--- src/rtl/fpu_pkg.sv ---
// Shared definitions for the sequential floating-point add/sub unit:
// FSM encodings, operand classes and width/constant helpers.
package fpu_pkg;

  localparam logic [2:0] S_IDLE   = 3'd0;
  localparam logic [2:0] S_UNPACK = 3'd1;
  localparam logic [2:0] S_ALIGN  = 3'd2;
  localparam logic [2:0] S_ADD    = 3'd3;
  localparam logic [2:0] S_NORM   = 3'd4;
  localparam logic [2:0] S_ROUND  = 3'd5;
  localparam logic [2:0] S_DONE   = 3'd6;

  typedef enum logic [2:0] {
    CLS_ZERO, CLS_NORM, CLS_INF, CLS_QNAN, CLS_SNAN
  } cls_e;

  localparam int unsigned MAX_W = 64;

  function automatic int unsigned word_w(input int unsigned exp_w, input int unsigned man_w);
    return 1 + exp_w + man_w;
  endfunction

  // Positive quiet NaN: exponent all-ones, only the fraction MSB set.
  function automatic logic [MAX_W-1:0] canon_qnan(input int unsigned exp_w, input int unsigned man_w);
    logic [MAX_W-1:0] ones;
    ones = (MAX_W'(1) << exp_w) - MAX_W'(1);
    return (ones << man_w) | (MAX_W'(1) << (man_w - 1));
  endfunction

endpackage

--- src/rtl/fpu_lzc.sv ---
// Combinational leading-zero counter; an all-zero input returns WIDTH.
module fpu_lzc #(
  parameter int unsigned WIDTH = 27
) (
  input  logic [WIDTH-1:0]           din_i,
  output logic [$clog2(WIDTH+1)-1:0] cnt_o
);

  localparam int unsigned CNT_W = $clog2(WIDTH + 1);

  // Scan upward so the highest set bit wins.
  always_comb begin
    cnt_o = CNT_W'(WIDTH);
    for (int i = 0; i < int'(WIDTH); i++) begin
      if (din_i[i]) cnt_o = CNT_W'(int'(WIDTH) - 1 - i);
    end
  end

endmodule

--- src/rtl/fpu_addsub_seq.sv ---
// Multi-cycle IEEE-754-style adder/subtractor with RNE rounding, flush-to-zero
// and exception flags, behind a valid/busy/ready handshake (fixed latency 5).
module fpu_addsub_seq import fpu_pkg::*; #(
  parameter  int unsigned EXP_W = 8,
  parameter  int unsigned MAN_W = 23,
  localparam int unsigned W     = word_w(EXP_W, MAN_W)
) (
  input  logic         clk,
  input  logic         reset,
  input  logic [W-1:0] din1,
  input  logic [W-1:0] din2,
  input  logic         op,
  input  logic         valid,
  output logic         busy,
  output logic [W-1:0] result,
  output logic         ready,
  output logic         flag_inv,
  output logic         flag_ovf,
  output logic         flag_unf
);

  localparam int unsigned DW  = MAN_W + 4;
  localparam int unsigned SW  = DW + 1;
  localparam int unsigned EW  = EXP_W + 2;
  localparam int unsigned LZW = $clog2(DW + 1);
  localparam logic [W-1:0]     QNAN = W'(canon_qnan(EXP_W, MAN_W));
  localparam logic [W-1:0]     QBIT = W'(1) << (MAN_W - 1);
  localparam logic [EXP_W-1:0] EMAX = '1;

  function automatic cls_e classify(input logic [W-1:0] x);
    if (x[W-2:MAN_W] == '0) return CLS_ZERO;
    if (x[W-2:MAN_W] != '1) return CLS_NORM;
    if (x[MAN_W-1:0] == '0) return CLS_INF;
    return x[MAN_W-1] ? CLS_QNAN : CLS_SNAN;
  endfunction

  logic [2:0]             state_q, state_d;
  logic                   busy_d, ready_d, busy_q, ready_q;
  logic [W-1:0]           a_q, b_q, result_q, res_d;
  logic                   op_q;
  logic                   inv_q, ovf_q, unf_o_q, inv_d, ovf_d, unf_o_d;
  logic                   sa_q, sb_q, sa_d, sb_d;
  logic [EXP_W-1:0]       ea_q, eb_q, ea_d, eb_d;
  logic [DW-1:0]          ma_q, mb_q, ma_d, mb_d;
  logic                   spec_q, spec_inv_q, spec_d, spec_inv_d;
  logic [W-1:0]           spec_res_q, spec_res_d;
  cls_e                   ca, cb;
  logic                   a_nan, b_nan;
  logic                   a_ge, s_q, s_d, sub_q, sub_d;
  logic [EXP_W-1:0]       e_q, e_d, diff;
  logic [DW-1:0]          mbig_q, mbig_d, msml_q, msml_d, m_sml, sh;
  logic [SW-1:0]          sum_q, sum_d;
  logic [LZW-1:0]         lz;
  logic [DW-1:0]          nm_q, nm_d;
  logic signed [EW-1:0]   ne_q, ne_d, e_ext, ef;
  logic                   zero_q, zero_d, unf_q, unf_d, rup;
  logic [MAN_W+1:0]       mant;
  logic [MAN_W-1:0]       frac;

  // Sequencer: one state per datapath stage.
  always_comb begin
    state_d = state_q;
    case (state_q)
      S_IDLE:   if (valid) state_d = S_UNPACK;
      S_UNPACK: state_d = S_ALIGN;
      S_ALIGN:  state_d = S_ADD;
      S_ADD:    state_d = S_NORM;
      S_NORM:   state_d = S_ROUND;
      S_ROUND:  state_d = S_DONE;
      default:  state_d = S_IDLE;
    endcase
    busy_d  = (state_d != S_IDLE) && (state_d != S_DONE);
    ready_d = (state_d == S_DONE);
  end

  // UNPACK: classify, apply effective sign of B, resolve special operands.
  always_comb begin
    ca    = classify(a_q);
    cb    = classify(b_q);
    a_nan = ca inside {CLS_QNAN, CLS_SNAN};
    b_nan = cb inside {CLS_QNAN, CLS_SNAN};
    sa_d  = a_q[W-1];
    sb_d  = b_nan ? b_q[W-1] : (b_q[W-1] ^ op_q);
    ea_d  = (ca == CLS_ZERO) ? '0 : a_q[W-2:MAN_W];
    eb_d  = (cb == CLS_ZERO) ? '0 : b_q[W-2:MAN_W];
    ma_d  = (ca == CLS_ZERO) ? '0 : {1'b1, a_q[MAN_W-1:0], 3'b000};
    mb_d  = (cb == CLS_ZERO) ? '0 : {1'b1, b_q[MAN_W-1:0], 3'b000};
    spec_d     = 1'b1;
    spec_inv_d = (ca == CLS_SNAN) || (cb == CLS_SNAN);
    spec_res_d = '0;
    if (a_nan)                spec_res_d = a_q | QBIT;
    else if (b_nan)           spec_res_d = b_q | QBIT;
    else if ((ca == CLS_INF) && (cb == CLS_INF)) begin
      if (sa_d != sb_d) begin
        spec_res_d = QNAN;
        spec_inv_d = 1'b1;
      end else begin
        spec_res_d = {sa_d, b_q[W-2:0]};
      end
    end
    else if (ca == CLS_INF)   spec_res_d = a_q;
    else if (cb == CLS_INF)   spec_res_d = {sb_d, b_q[W-2:0]};
    else if ((ca == CLS_ZERO) && (cb == CLS_ZERO)) spec_res_d = {sa_d & sb_d, (W-1)'(0)};
    else                      spec_d = 1'b0;
  end

  // ALIGN: order by magnitude, shift the smaller operand keeping a sticky bit.
  always_comb begin
    a_ge   = {ea_q, ma_q} >= {eb_q, mb_q};
    s_d    = a_ge ? sa_q : sb_q;
    e_d    = a_ge ? ea_q : eb_q;
    mbig_d = a_ge ? ma_q : mb_q;
    m_sml  = a_ge ? mb_q : ma_q;
    diff   = a_ge ? (ea_q - eb_q) : (eb_q - ea_q);
    sh     = m_sml >> diff;
    msml_d = sh | DW'((sh << diff) != m_sml);
    sub_d  = sa_q ^ sb_q;
  end

  assign sum_d = sub_q ? ({1'b0, mbig_q} - {1'b0, msml_q})
                       : ({1'b0, mbig_q} + {1'b0, msml_q});

  fpu_lzc #(.WIDTH(DW)) u_lzc (
    .din_i (sum_q[DW-1:0]),
    .cnt_o (lz)
  );

  // NORM: fold carry-out or remove leading zeros; detect flush-to-zero.
  always_comb begin
    e_ext = $signed({2'b00, e_q});
    if (sum_q[SW-1]) begin
      nm_d = sum_q[SW-1:1] | DW'(sum_q[0]);
      ne_d = e_ext + $signed(EW'(1));
    end else begin
      nm_d = sum_q[DW-1:0] << lz;
      ne_d = e_ext - $signed(EW'(lz));
    end
    zero_d = (sum_q == '0);
    unf_d  = !zero_d && (ne_d <= 0);
  end

  // ROUND: nearest-even on guard/round/sticky, then pick the final encoding.
  always_comb begin
    rup  = nm_q[2] & (nm_q[1] | nm_q[0] | nm_q[3]);
    mant = {1'b0, nm_q[DW-1:3]} + (MAN_W+2)'(rup);
    ef   = ne_q + $signed(EW'(mant[MAN_W+1]));
    frac = mant[MAN_W+1] ? mant[MAN_W:1] : mant[MAN_W-1:0];
    res_d   = {s_q, ef[EXP_W-1:0], frac};
    inv_d   = 1'b0;
    ovf_d   = 1'b0;
    unf_o_d = 1'b0;
    if (spec_q) begin
      res_d = spec_res_q;
      inv_d = spec_inv_q;
    end else if (zero_q) begin
      res_d = '0;
    end else if (unf_q) begin
      res_d   = {s_q, (W-1)'(0)};
      unf_o_d = 1'b1;
    end else if (ef >= $signed({2'b00, EMAX})) begin
      res_d = {s_q, EMAX, MAN_W'(0)};
      ovf_d = 1'b1;
    end
  end

  always_ff @(posedge clk or negedge reset) begin
    if (!reset) begin
      state_q <= S_IDLE;
      busy_q <= 1'b0; ready_q <= 1'b0; result_q <= '0;
      inv_q <= 1'b0; ovf_q <= 1'b0; unf_o_q <= 1'b0;
      a_q <= '0; b_q <= '0; op_q <= 1'b0;
      sa_q <= 1'b0; sb_q <= 1'b0; ea_q <= '0; eb_q <= '0; ma_q <= '0; mb_q <= '0;
      spec_q <= 1'b0; spec_inv_q <= 1'b0; spec_res_q <= '0;
      s_q <= 1'b0; e_q <= '0; mbig_q <= '0; msml_q <= '0; sub_q <= 1'b0;
      sum_q <= '0; nm_q <= '0; ne_q <= '0; zero_q <= 1'b0; unf_q <= 1'b0;
    end else begin
      state_q <= state_d;
      busy_q  <= busy_d;
      ready_q <= ready_d;
      if ((state_q == S_IDLE) && valid) begin
        a_q <= din1; b_q <= din2; op_q <= op;
      end
      if (state_q == S_UNPACK) begin
        sa_q <= sa_d; sb_q <= sb_d; ea_q <= ea_d; eb_q <= eb_d; ma_q <= ma_d; mb_q <= mb_d;
        spec_q <= spec_d; spec_inv_q <= spec_inv_d; spec_res_q <= spec_res_d;
      end
      if (state_q == S_ALIGN) begin
        s_q <= s_d; e_q <= e_d; mbig_q <= mbig_d; msml_q <= msml_d; sub_q <= sub_d;
      end
      if (state_q == S_ADD) sum_q <= sum_d;
      if (state_q == S_NORM) begin
        nm_q <= nm_d; ne_q <= ne_d; zero_q <= zero_d; unf_q <= unf_d;
      end
      if (state_q == S_ROUND) begin
        result_q <= res_d; inv_q <= inv_d; ovf_q <= ovf_d; unf_o_q <= unf_o_d;
      end
    end
  end

  assign busy     = busy_q;
  assign ready    = ready_q;
  assign result   = result_q;
  assign flag_inv = inv_q;
  assign flag_ovf = ovf_q;
  assign flag_unf = unf_o_q;

endmodule

--- config.mk ---
export PLATFORM = sky130hd
export DESIGN_NAME = fpu_addsub_seq
export DESIGN_NICKNAME = d
export VERILOG_FILES = /design/src/rtl/fpu_pkg.sv /design/src/rtl/fpu_lzc.sv /design/src/rtl/fpu_addsub_seq.sv
export SDC_FILE = /design/constraint.sdc
export NUM_CORES = 1
export LEC_CHECK = 0
export BUFFER_PORTS_ARGS = -buffer_cell sky130_fd_sc_hd__buf_2
export CAP_MARGIN = 20
export CORE_MARGIN = 2
export CORE_UTILIZATION = 35
export DETAILED_ROUTE_END_ITERATION = 6
export GPL_TIMING_DRIVEN = 1
export PLACE_DENSITY_LB_ADDON = 0.2
export SYNTH_ARGS = -nofsm -noshare
export SYNTH_HDL_FRONTEND = slang
export SYNTH_SLANG_ARGS = --single-unit
--- constraint.sdc ---
create_clock -name clk -period 4.85 [get_ports clk]
set_input_delay 0.485 -clock clk [delete_from_list [all_inputs] [get_ports clk]]
set_output_delay 0.485 -clock clk [all_outputs]
set_load 0.005 [all_outputs]
---- Yosys cells after proc, flatten, opt, wreduce, memory -nomap -nowiden ----
Index checks and enable logic that the tools add are counted.
W data, S select, Z words.
cells by class
  mux-type cells .......................... 98
  equal/unequal tests ..................... 17
  shift-type cells ........................ 3
  bitwise operators ....................... 8
  $add $sub $neg .......................... 8
  reductions and logical operators ........ 18
  magnitude comparators ................... 3
operators with widths
  kind                  number
  $mux W32              9
  $mux W27              5
  $mux W5               16
  $mux W31              2
  $or A27 B1 Y27        2
  $logic_not A23 Y1     2
  $mux W3               15
  $ge A35 B35 Y1        1
  $mux W1               33
  $mux W4               8
  $mux W8               4
  $add A27 B27 Y28      1
  $logic_not A28 Y1     1
  $mux W28              1
  $sub A27 B27 Y28      1
  $ne A27 B27 Y1        1
  $shl A27 B5 Y27       1
  $shl A27 B8 Y27       1
  $shr A27 B8 Y27       1
  $add A24 B1 Y25       1
  $mux W23              1
  $eq A3 B2 Y1 const B  6
  $pmux W3 S6           1
  $logic_not A8 Y1      2
  other kinds (22)      39
storage, ports and cells
  output and inout port bits .............. 37
  bits in registers ....................... 342
  logic and storage cells ................. 184

---- Logic depth before layout (Yosys ltp) ----
Gate-level depths: netlist (run 1).
  depth after elaboration ................. 31
  depth in mapped cells ................... 26
  depth with buffers taken out ............ 25

---- Cells and area by module ----
A second synthesis (run 1) with hierarchy kept.
second synthesis, totals
  cells, all modules ...................... 2,960
  area, all modules ....................... 24,252.0 um2
by module, submodules not included
  module          area each (um2)  cells an instance  times used  sequential area each (um2)
  fpu_addsub_seq  23,974.2         2,909              1           8,333.0
  fpu_lzc         277.8            51                 1           0.0

---- Worst setup path after synthesis (run 1) ----
OpenSTA, ideal clock, no wires.
  path type ............................... flip-flop to flip-flop
  from .................................... reg nm_q[3]
  to ...................................... reg result_q[11], in the netlist result[11]
  path slack .............................. 269 ps
  data arrival time ....................... 4,498 ps
  library setup time ...................... 83 ps
  cell stages (with the launch flop) ...... 24
  required time ........................... 4,767 ps
  cells stage by stage .................... dfrtp_1 and2_1 ha_1 and3_1 nand3_1 nor2_1 and2_1 and3_1 and2_1 and3_1 nand3_1 inv_1 ha_1 ha_1 nand2_1 o21ai_0 a22oi_1 nor3_1 o22ai_1 nor2b_1 and2_1 clkbuf_1 a22oi_1 o21ai_0
on the way
  cells in the longest elaborated chain, start to end .. 9
  elaborated cells between the ends (all ways) .. 10
  those cells by class .................... add/sub: 2; order compare: 1; mux: 5; bitwise: 2
ends and longest elaborated chain
  item                    RTL line               text
  start, declared         fpu_addsub_seq.sv:54   logic [DW-1:0] nm_q, nm_d;
  start signal, assigned  fpu_addsub_seq.sv:192  nm_q <= nm_d; ne_q <= ne_d; zero_q <= zero_d; unf_q <= unf_d;
  $or A1 B1 Y1            fpu_addsub_seq.sv:144  rup = nm_q[2] & (nm_q[1] | nm_q[0] | nm_q[3]);
  $and A1 B1 Y1           fpu_addsub_seq.sv:144
  $add A24 B1 Y25 (*)     fpu_addsub_seq.sv:145  mant = {1'b0, nm_q[DW-1:3]} + (MAN_W+2)'(rup);
  $add A10 B2 Y10         fpu_addsub_seq.sv:146  ef = ne_q + $signed(EW'(mant[MAN_W+1]));
  $ge A10 B9 Y1           fpu_addsub_seq.sv:160  end else if (ef >= $signed({2'b00, EMAX})) begin
  $mux W31 (*)            fpu_addsub_seq.sv:160
  $mux W31 (*)            fpu_addsub_seq.sv:157  end else if (unf_q) begin
  $mux W32 (*)            fpu_addsub_seq.sv:155  end else if (zero_q) begin
  $mux W32 (*)            fpu_addsub_seq.sv:152  if (spec_q) begin
  end signal, assigned    fpu_addsub_seq.sv:195  result_q <= res_d; inv_q <= inv_d; ovf_q <= ovf_d; unf_o_q <= unf_o_d;
  end, declared           fpu_addsub_seq.sv:39   logic [W-1:0] a_q, b_q, result_q, res_d;
Mark *: on every way between the ends. The rest lies on a longest branch, timed or not.
A chain may end at the register's enable or synchronous reset.

---- Final worst setup path (run 1) ----
  from .................................... reg eb_q[0]
  to ...................................... reg msml_q[0]
on the way
  cells in the longest elaborated chain, start to end .. 6
  elaborated cells between the ends (all ways) .. 9
  those cells by class .................... add/sub: 2; order compare: 1; eq/ne: 1; shift: 2; mux: 2; bitwise: 1
ends and longest elaborated chain
  item                                             RTL line                                      text
  start, declared                                  fpu_addsub_seq.sv:43                          logic [EXP_W-1:0] ea_q, eb_q, ea_d, eb_d;
  start signal, assigned                           fpu_addsub_seq.sv:172                         sa_q <= 1'b0; sb_q <= 1'b0; ea_q <= '0; eb_q <= '0; ma_q <= '0; mb_q <= '0;
  start signal, assigned                           fpu_addsub_seq.sv:184                         sa_q <= sa_d; sb_q <= sb_d; ea_q <= ea_d; eb_q <= eb_d; ma_q <= ma_d; mb_q <= mb_d;
  $ge A35 B35 Y1 or $sub A8 B8 Y8 (tied branches)  fpu_addsub_seq.sv:109, fpu_addsub_seq.sv:114
  $mux W27 or $mux W8 (tied branches)              fpu_addsub_seq.sv:113, fpu_addsub_seq.sv:114
  $shr A27 B8 Y27                                  fpu_addsub_seq.sv:115                         sh = m_sml >> diff;
  $shl A27 B8 Y27                                  fpu_addsub_seq.sv:116                         msml_d = sh | DW'((sh << diff) != m_sml);
  $ne A27 B27 Y1                                   fpu_addsub_seq.sv:116
  $or A27 B1 Y27 (*)                               fpu_addsub_seq.sv:116
  end signal, assigned                             fpu_addsub_seq.sv:174                         s_q <= 1'b0; e_q <= '0; mbig_q <= '0; msml_q <= '0; sub_q <= 1'b0;
  end signal, assigned                             fpu_addsub_seq.sv:188                         s_q <= s_d; e_q <= e_d; mbig_q <= mbig_d; msml_q <= msml_d; sub_q <= sub_d;
  end, declared                                    fpu_addsub_seq.sv:51                          logic [DW-1:0] mbig_q, mbig_d, msml_q, msml_d, m_sml, sh;
Marked as above.

==> impl_summary.md, run 1 <==
Cells and area
Relative to the synthesized area, the layout overhead comes to 28.90%. Once layout is complete, the utilization of the core stands at 45.47%. At the end of the flow, the number of nets in the layout was 3496.

The area of all placed cells without fillers is 31070 sq um. After the flow finishes, the layout carries non-filler instances totaling 4266. The library cell used most frequently in the layout, excluding fill and tap cells, is sky130_fd_sc_hd__buf_4.

In the layout the commonest cells are sky130_fd_sc_hd__buf_4, sky130_fd_sc_hd__nand2_1, sky130_fd_sc_hd__dfrtp_1, sky130_fd_sc_hd__nor2_1, sky130_fd_sc_hd__o21ai_0. Of the cells placed in the final design, the portion with a size suffix greater than 1 is 27.98%.

Routing
The via count normalized by instance count is 5.887. The count of nets left with antenna violations after detail routing is 0. For this block, the initial DRC count from the detailed router was 2371.

The length of the first detailed-routing pass in iterations is 6. Wires add up to 106.5 mm. The vias after detailed routing is 25120. After detailed routing, the average wire length per cell comes to 24.97 microns.

The remaining design rule violation count is 0.

Timing
The measured slew at the worst slew-check pin is 1.031 ns. The setup skew after layout is 0.02226 ns. The number of failing setup endpoints in the final timing report is 1.

The final worst slack is -0.09391 ns. Across all hold checks on the routed design, the worst slack comes to 0.1422 ns. The number of failing hold endpoints at the final stage is 0. The post-route clock period utilization is 101.9%. The post-route minimum period is 4.944 ns. Setup repair after global routing could not meet its margin everywhere.

Measured against its own limit, the worst slew margin works out to 31.28%. The number of pins with negative max-slew slack in the final report was 0. The upper clock frequency limit is 0.2023 GHz.

Floorplanning
The placement row count is 96. The die covers 70990 sq um. The die is 266.4 microns wide. The starting density of the core is 35.27%. The number of placed I/O pins is 105.

The core region is 68350 sq um. The die is 266.4 microns tall.

Logic synthesis
The number of different library cells used by synthesis comes to 102. Yosys mapped a number of flops with a built-in enable equal to 0. The sequential fraction of the synthesis area is 34.57%. The cell area after technology mapping is 24110 sq um. The count of yosys warnings during synthesis is 0.

The most common flop cell mapped by yosys is sky130_fd_sc_hd__dfrtp_1. Counting flops and latches in the post-synthesis netlist gives 333. The number of standard cells after synthesis is 2899.

The number of nets handed over by synthesis was 3046. A synthesized cell averages 8.316 sq um. The async set-or-reset flop fraction in the synthesized netlist is 100.0%.

Global routing
The layer with the highest usage after global routing is met2. Global routing consumed, on the met2 layer, 47.00% of the routing resources. The first global-routing pass estimated 158.9 mm of wire. Global routing finished with a remaining overflow of 0.

The met1 capacity usage during global routing is 40.30%. The via count of the first global-routing pass was 24550. The initial antenna violation count came to 4. The global routing usage on met3 is 5.342%.

The global routing usage summed across all routing layers is 29.55%. The largest net degree at the start of global routing is 122.

Place
In this run the tool buffered the top-level ports with 104 buffer cells. The total instance count after detailed placement is 4166. The cell area after placement is 28780 sq um. After legalization and detailed placement, the total HPWL measured 83.06 mm.

The congestion estimate from routability-driven global placement came to 1.027.

Setup path
The critical path in this run is classified as reg2reg. The critical path launch point type is a flip-flop. Of all nets on the critical path, the largest fanout is 11. The arrival time of data at the critical path endpoint is 5.43 ns. The timing startpoint of the critical path is eb_q[0]$_DFFE_PN0P_. In this run the critical register-to-register path is launched from eb_q[0]$_DFFE_PN0P_. The end point of the critical path is msml_q[0]$_DFFE_PN0P_. For the worst setup path, the data required time is 5.33 ns. The number of cells on the worst reg-to-reg path is 20. The kind of end point of the critical path is a flip-flop.

The destination of the worst register-to-register timing path is msml_q[0]$_DFFE_PN0P_. Setup slack on the worst reg-to-reg path comes out at -0.09 ns.

Hold path
The class of the most critical hold timing path is in2reg.

Clock tree
After clock tree synthesis, the clock-pin slew on the worst setup and hold paths is 0.06 ns. In this run, CTS created clock tree buffers numbering 40. Counting along the longest clock path gives a buffer depth of 3. The number of H-tree branching levels is 2. The root buffer cell is sky130_fd_sc_hd__clkbuf_16. The clock reaches the later pin of the worst-skew pair after 0.58 ns.

The count of clock tree sinks is 333. TritonCTS built the clock tree.

Flow run
Max-cap violations in this run came to 0.

Run status
The flow ran to the end, but the final reports show violations. The checks that failed: negative setup slack.
-- critical path: stages (launching register included) --
cell and delay [ns]:
sky130_fd_sc_hd__dfrtp_1 0.37, sky130_fd_sc_hd__inv_1 0.07, sky130_fd_sc_hd__ha_1 0.21, sky130_fd_sc_hd__fa_2 0.56, sky130_fd_sc_hd__buf_12 0.16, sky130_fd_sc_hd__buf_12 0.13
sky130_fd_sc_hd__mux2_2 0.35, sky130_fd_sc_hd__a21oi_1 0.39, sky130_fd_sc_hd__a211oi_2 0.15, sky130_fd_sc_hd__buf_4 0.16, sky130_fd_sc_hd__o311a_1 0.33, sky130_fd_sc_hd__nor2_2 0.22
sky130_fd_sc_hd__a211oi_2 0.09, sky130_fd_sc_hd__o32a_2 0.46, sky130_fd_sc_hd__buf_4 0.17, sky130_fd_sc_hd__a221o_1 0.36, sky130_fd_sc_hd__buf_4 0.15, sky130_fd_sc_hd__a2bb2oi_1 0.13
sky130_fd_sc_hd__nand4_1 0.14, sky130_fd_sc_hd__nor4_2 0.05, sky130_fd_sc_hd__a41oi_1 0.20
-- state kept, by name, summed over array words and instances, names as in the netlist, 3 cells and up --
name / count
a_q: 32
b_q: 32
e_q: 8
ea_q: 8
eb_q: 8
ma_q: 24
mb_q: 24
mbig_q: 24
msml_q: 27
ne_q: 10
nm_q: 27
result: 32
spec_res_q: 32
state_q: 3
sum_q: 28
-- stage by stage --
step | setup slack (ns) | TNS, ns
after detailed placement | -0.5006 | -0.5241
after CTS | -0.1012 | -0.1661
final | -0.09391 | -0.09391
after floorplan | 0.2689 | 0
after global routing | -0.2280 | -0.2280
after global placement | -0.4541 | -0.4541
-- synth_stat cells, drive strengths merged (55+ instances only) --
cell type / n / share of area [%]
nand2: 492 / 7.7
inv: 87 / 1.4
nor3: 55 / 1.2
a31oi: 61 / 1.6
ha: 76 / 3.9
nand3: 68 / 1.4
xnor2: 56 / 2.0
clkbuf: 141 / 2.2
buf: 68 / 1.4
o21ai: 232 / 4.8
dfrtp: 333 / 35
a21oi: 144 / 3.1
nor2: 240 / 3.8
mux2: 94 / 4.4
mux2i: 78 / 3.2
-- metal layers --
layer	share of wire [%]	up-vias	routed length, microns
li1	-	11570	-
met1	43	12350	46270
met5	0	-	0
met2	46	1003	48790
met4	3.6	0	3844
met3	7.1	186	7594
-- cell families (layout without fill, tap and decap cells) --
logic type,count (synthesis),in the layout,share of synthesized area [%]
flip-flops,333,333,34.57
multiplexers,195,195,9.778
XOR/XNOR,80,80,2.907
AO/OA/AOI/OAI,858,859,24.00
adder cells (fa/ha/maj),79,79,4.194
buffers and inverters,297,778,4.993
AND/OR/NAND/NOR,1057,1057,19.56
other,0,3,0
-- worst min-delay path by stage --
stage                       start                     to  cells after the start
after global routing      din1[7]     a_q[7]$_DFFE_PN0P_                      2
after global placement      reset  sum_q[19]$_DFFE_PN0P_                      1
final                     din1[7]     a_q[7]$_DFFE_PN0P_                      2
after detailed placement    reset  sum_q[22]$_DFFE_PN0P_                      1
after floorplan             reset     a_q[0]$_DFFE_PN0P_                      0
after CTS                 din1[7]     a_q[7]$_DFFE_PN0P_                      2
-- what timing repair did --
| action | 4_1_cts | 5_1_grt |
|---|---|---|
| buffers inserted | 11 | 9 |
| endpoints found under the hold margin | 41 | 0 |
| gates cloned | 1 | 0 |
| setup endpoints to repair | 2 | 26 |
| resized for setup | 48 | 89 |
| pin swaps | 11 | 23 |
| hold buffers | 1 | 0 |
-- area by class of cell --
class	instances	area, sq um
Fill cell	6721	37270
Sequential cell	333	8335
Clock inverter	18	215.2
Antenna cell	3	7.507
Clock buffer	56	1141
Inverter	88	330.3
Timing Repair Buffer	616	4623
Tap cell	882	1104
Multi-Input combinational cell	2270	15320
Power of run 1 is not shown: default switching activity piles up to over one toggle a cycle in this logic, so the estimate is an artifact.
==> run 2, diff against run 1 <==
--- a/config.mk
+++ b/config.mk
@@ -11,7 +11,7 @@
 export CORE_UTILIZATION = 35
 export DETAILED_ROUTE_END_ITERATION = 6
 export GPL_TIMING_DRIVEN = 1
-export PLACE_DENSITY_LB_ADDON = 0.2
+export PLACE_DENSITY = 0.63
 export SYNTH_ARGS = -nofsm -noshare
 export SYNTH_HDL_FRONTEND = slang
 export SYNTH_SLANG_ARGS = --single-unit
==> constraint.sdc (replaced) <==
create_clock -name clk -period 4.85 [get_ports clk]
set_input_delay 0.485 -clock clk [delete_from_list [all_inputs] [get_ports clk]]
set_output_delay 0.485 -clock clk [all_outputs]
set_load 0.1 [all_outputs]
==> run 2 against run 1 <==
- the flow now finishes without violations
- maximum frequency rose by 2.4%
- global-route usage fell by 3.1 points
- register-to-register slack improved by 0.12 ns
- flip-flop and latch count did not move
- utilization rose by 0.068 points
- critical path type unchanged
- final area rose by 0.15%
- sequential share of layout area barely moved
==> impl_summary.md, run 2 (same netlist as run 1, synthesis figures left out) <==
Run status
The run finished with clean final reports.

Setup path
The cell repeated most along the worst path is sky130_fd_sc_hd__buf_4. Traced cell by cell, the critical path runs through inv_2, ha_4, and4_4, nand4_1, o31ai_4, buf_6, buf_4, o31a_2, buf_4, a2111oi_4, or4_4, mux2_2, nor2_1, o32a_1, a32o_1, a31oi_2, a22oi_1, nand3_1, nor4_2, a41oi_1. Of all nets on the critical path, the largest fanout is 5. The cell with the largest stage delay on the worst path is sky130_fd_sc_hd__or4_4. The critical path launch point type is a flip-flop.

The number of cells on the worst reg-to-reg path is 20. The kind of end point of the critical path is a flip-flop. The critical path is of the reg2reg type.

The arrival time of data at the critical path endpoint is 5.24 ns. The required time at the endpoint of the critical path is 5.26 ns. Counting both buffers and inverters, the worst setup path holds a total of 4. The timing startpoint of the critical path is mb_q[15]$_DFFE_PN0P_. In this run the critical register-to-register path is launched from mb_q[15]$_DFFE_PN0P_. The destination of the worst register-to-register timing path is msml_q[0]$_DFFE_PN0P_. The worst register-to-register path has a setup slack of 0.02 ns.

The largest single stage delay on the critical path is 0.58 ns. In this design, the largest share of critical-path delay is due to compound AO/OA/AOI/OAI gates.

Place
The total instance count after detailed placement is 4093. The count of buffers added on input and output ports is 104. The routability congestion estimate is 1.068. Summed over all nets, the half-perimeter wirelength after detailed placement is 74.56 mm.

Clock tree
The number of H-tree branching levels is 2. For the worst-skew pair, the clock arrives at the later sink with an insertion delay of 0.57 ns. The count of clock tree sinks is 333. Clock tree synthesis inserted a total of 38 buffers. TritonCTS built the clock tree. After clock tree synthesis, the clock-pin slew on the worst setup and hold paths is 0.07 ns. The root buffer cell is sky130_fd_sc_hd__clkbuf_16. The number of buffers on the longest clock path is 3.

Global routing
The first-pass GRT wire length is 145.1 mm. The largest net degree at the start of global routing is 136. The via count of the first global-routing pass came to 23410.

Summed over all layers, the global routing overflow is 0. The initial antenna violation count was 2. The global routing usage summed across all routing layers is 26.47%.

Timing
Static timing analysis puts the maximum clock frequency at 0.2071 GHz. The number of failing hold endpoints at the final stage is 0. Adding up every negative setup slack in the final design gives 0 ns.

The worst pin sits at a relative slew slack of 28.53%. Setup repair after global routing could not meet its margin everywhere. Setup violations remaining at the end of the flow were counted as 0. The post-route minimum period is 4.828 ns. For the pin with the worst max-slew slack, the measured transition is 1.068 ns. The number of pins with negative max-slew slack in the final report came to 0. The post-route clock period utilization is 99.55%.

The worst hold slack after final layout is 0.1429 ns. The setup skew after layout is 0.01945 ns.

Hold path
For hold timing, the worst endpoint is b_q[20]$_DFFE_PN0P_. The worst hold path startpoint is din2[20]. The instance count along the most critical hold path is 2. The path class of the tightest hold or removal check is in2reg.

Cells and area
Registers take 8335 sq um. The library cell used most frequently in the layout, excluding fill and tap cells, is sky130_fd_sc_hd__nand2_1. The final cell count without fillers is 4216.

Summing all multi-input logic gate instances after layout gives 15710 sq um. Cells fill 45.53% of the core in the end. In the final layout, the share of cells above drive strength 1 is 28.68%. Compared with the post-synthesis result, the final layout area differs by 29.09%. In the final design database the tool counted 3454 nets. Leaving out fill and tap cells, the most frequent cells in the layout are sky130_fd_sc_hd__nand2_1, sky130_fd_sc_hd__buf_4, sky130_fd_sc_hd__dfrtp_1, sky130_fd_sc_hd__nor2_1, sky130_fd_sc_hd__o21ai_0. The total of fill cells in the finished design is 6642.

Routing
Using the TritonRoute via totals, the vias-per-cell ratio works out to 5.942. The count of nets left with antenna violations once routing finished came out at 0. Dividing the detail-routed wire length by the instance count gives 23.18 microns. The final wirelength is 97.74 mm. The DRC marker count from the first detailed-route iteration is 2730. Detailed routing inserted a total of 25050 vias. Before antenna repair, the detailed router went through 6 iterations.

In the routed design, unresolved DRC markers number 0.

Flow run
The max-cap check violation count is 0.

Floorplanning
The die covers 70990 sq um. The floorplan step defined a core boundary enclosing 68350 sq um. The horizontal die dimension is 266.4 microns. The starting density of the core is 35.27%. Measured along the y axis, the die boundary spans 266.4 microns. 105 I/O pins were placed.

In this run the core area contains 96 standard-cell rows.
run 2: cell types whose count changed in the layout (fill, tap and decap cells not counted), moves of 6 or more:
cell / change
sky130_fd_sc_hd__buf_4: -45
sky130_fd_sc_hd__ha_1: -15
sky130_fd_sc_hd__ha_4: +14
sky130_fd_sc_hd__inv_1: -8
sky130_fd_sc_hd__inv_2: +8
sky130_fd_sc_hd__a21oi_1: -6
sky130_fd_sc_hd__a21oi_2: +6
sky130_fd_sc_hd__buf_6: +6
run 2: worst max path at each step:
stage | endpoint | cells after the start | slack [ns]
floorplan | result[11]$_DFFE_PN0P_ | 23 | 0.27
global placement | msml_q[0]$_DFFE_PN0P_ | 20 | -0.32
detailed placement | msml_q[0]$_DFFE_PN0P_ | 23 | -0.19
CTS | result[19]$_DFFE_PN0P_ | 22 | 0.008
global route | msml_q[0]$_DFFE_PN0P_ | 20 | -0.1
finish | msml_q[0]$_DFFE_PN0P_ | 20 | 0.02
run 2: worst reg2reg max path: stages, from the launching register on:
cell	delay, ns
sky130_fd_sc_hd__dfrtp_1	0.37
sky130_fd_sc_hd__inv_2	0.06
sky130_fd_sc_hd__ha_4	0.26
sky130_fd_sc_hd__and4_4	0.24
sky130_fd_sc_hd__nand4_1	0.17
sky130_fd_sc_hd__o31ai_4	0.36
sky130_fd_sc_hd__buf_6	0.17
sky130_fd_sc_hd__buf_4	0.12
sky130_fd_sc_hd__o31a_2	0.22
sky130_fd_sc_hd__buf_4	0.17
sky130_fd_sc_hd__a2111oi_4	0.05
sky130_fd_sc_hd__or4_4	0.58
sky130_fd_sc_hd__mux2_2	0.34
sky130_fd_sc_hd__nor2_1	0.17
sky130_fd_sc_hd__o32a_1	0.34
sky130_fd_sc_hd__a32o_1	0.24
sky130_fd_sc_hd__a31oi_2	0.06
sky130_fd_sc_hd__a22oi_1	0.31
sky130_fd_sc_hd__nand3_1	0.15
sky130_fd_sc_hd__nor4_2	0.15
sky130_fd_sc_hd__a41oi_1	0.15
run 2: final cells by class:
cell class	count	share of cell area [%]
tap	882	3.546
clock buffer	51	3.442
sequential	333	26.79
timing repair buffer	576	13.97
clock inverter	15	0.6956
inverter	88	1.061
multi-input combinational	2270	50.49
antenna	1	0.008041
run 2: repair_timing:
item | in CTS | in global routing
buffers inserted | 6 | 45
setup endpoints to repair | 1 | 23
hold endpoints to repair | 70 | 0
hold buffers | 1 | 0
gates resized for setup | 20 | 196
gates cloned | 0 | 4
pin swaps | 7 | 63
run 2: per-layer routing:
layer | GRT usage (%) | share of wire [%] | vias up
met5 | 0 | 0 | -
met4 | 11.51 | 5.0 | 0
met3 | 4.262 | 7.8 | 249
met2 | 41.57 | 45 | 1111
met1 | 36.00 | 42 | 12220
li1 | - | - | 11470
run 2: per-stage QoR:
step           area, sq um  setup slack [ns]
6_report             31120           0.02178
5_1_grt              31120          -0.09676
4_1_cts              29640          0.008156
3_5_place_dp         28190           -0.1940
3_3_place_gp         28190           -0.3241
2_1_floorplan        24110            0.2689
Power of run 2 is left out for the same reason.
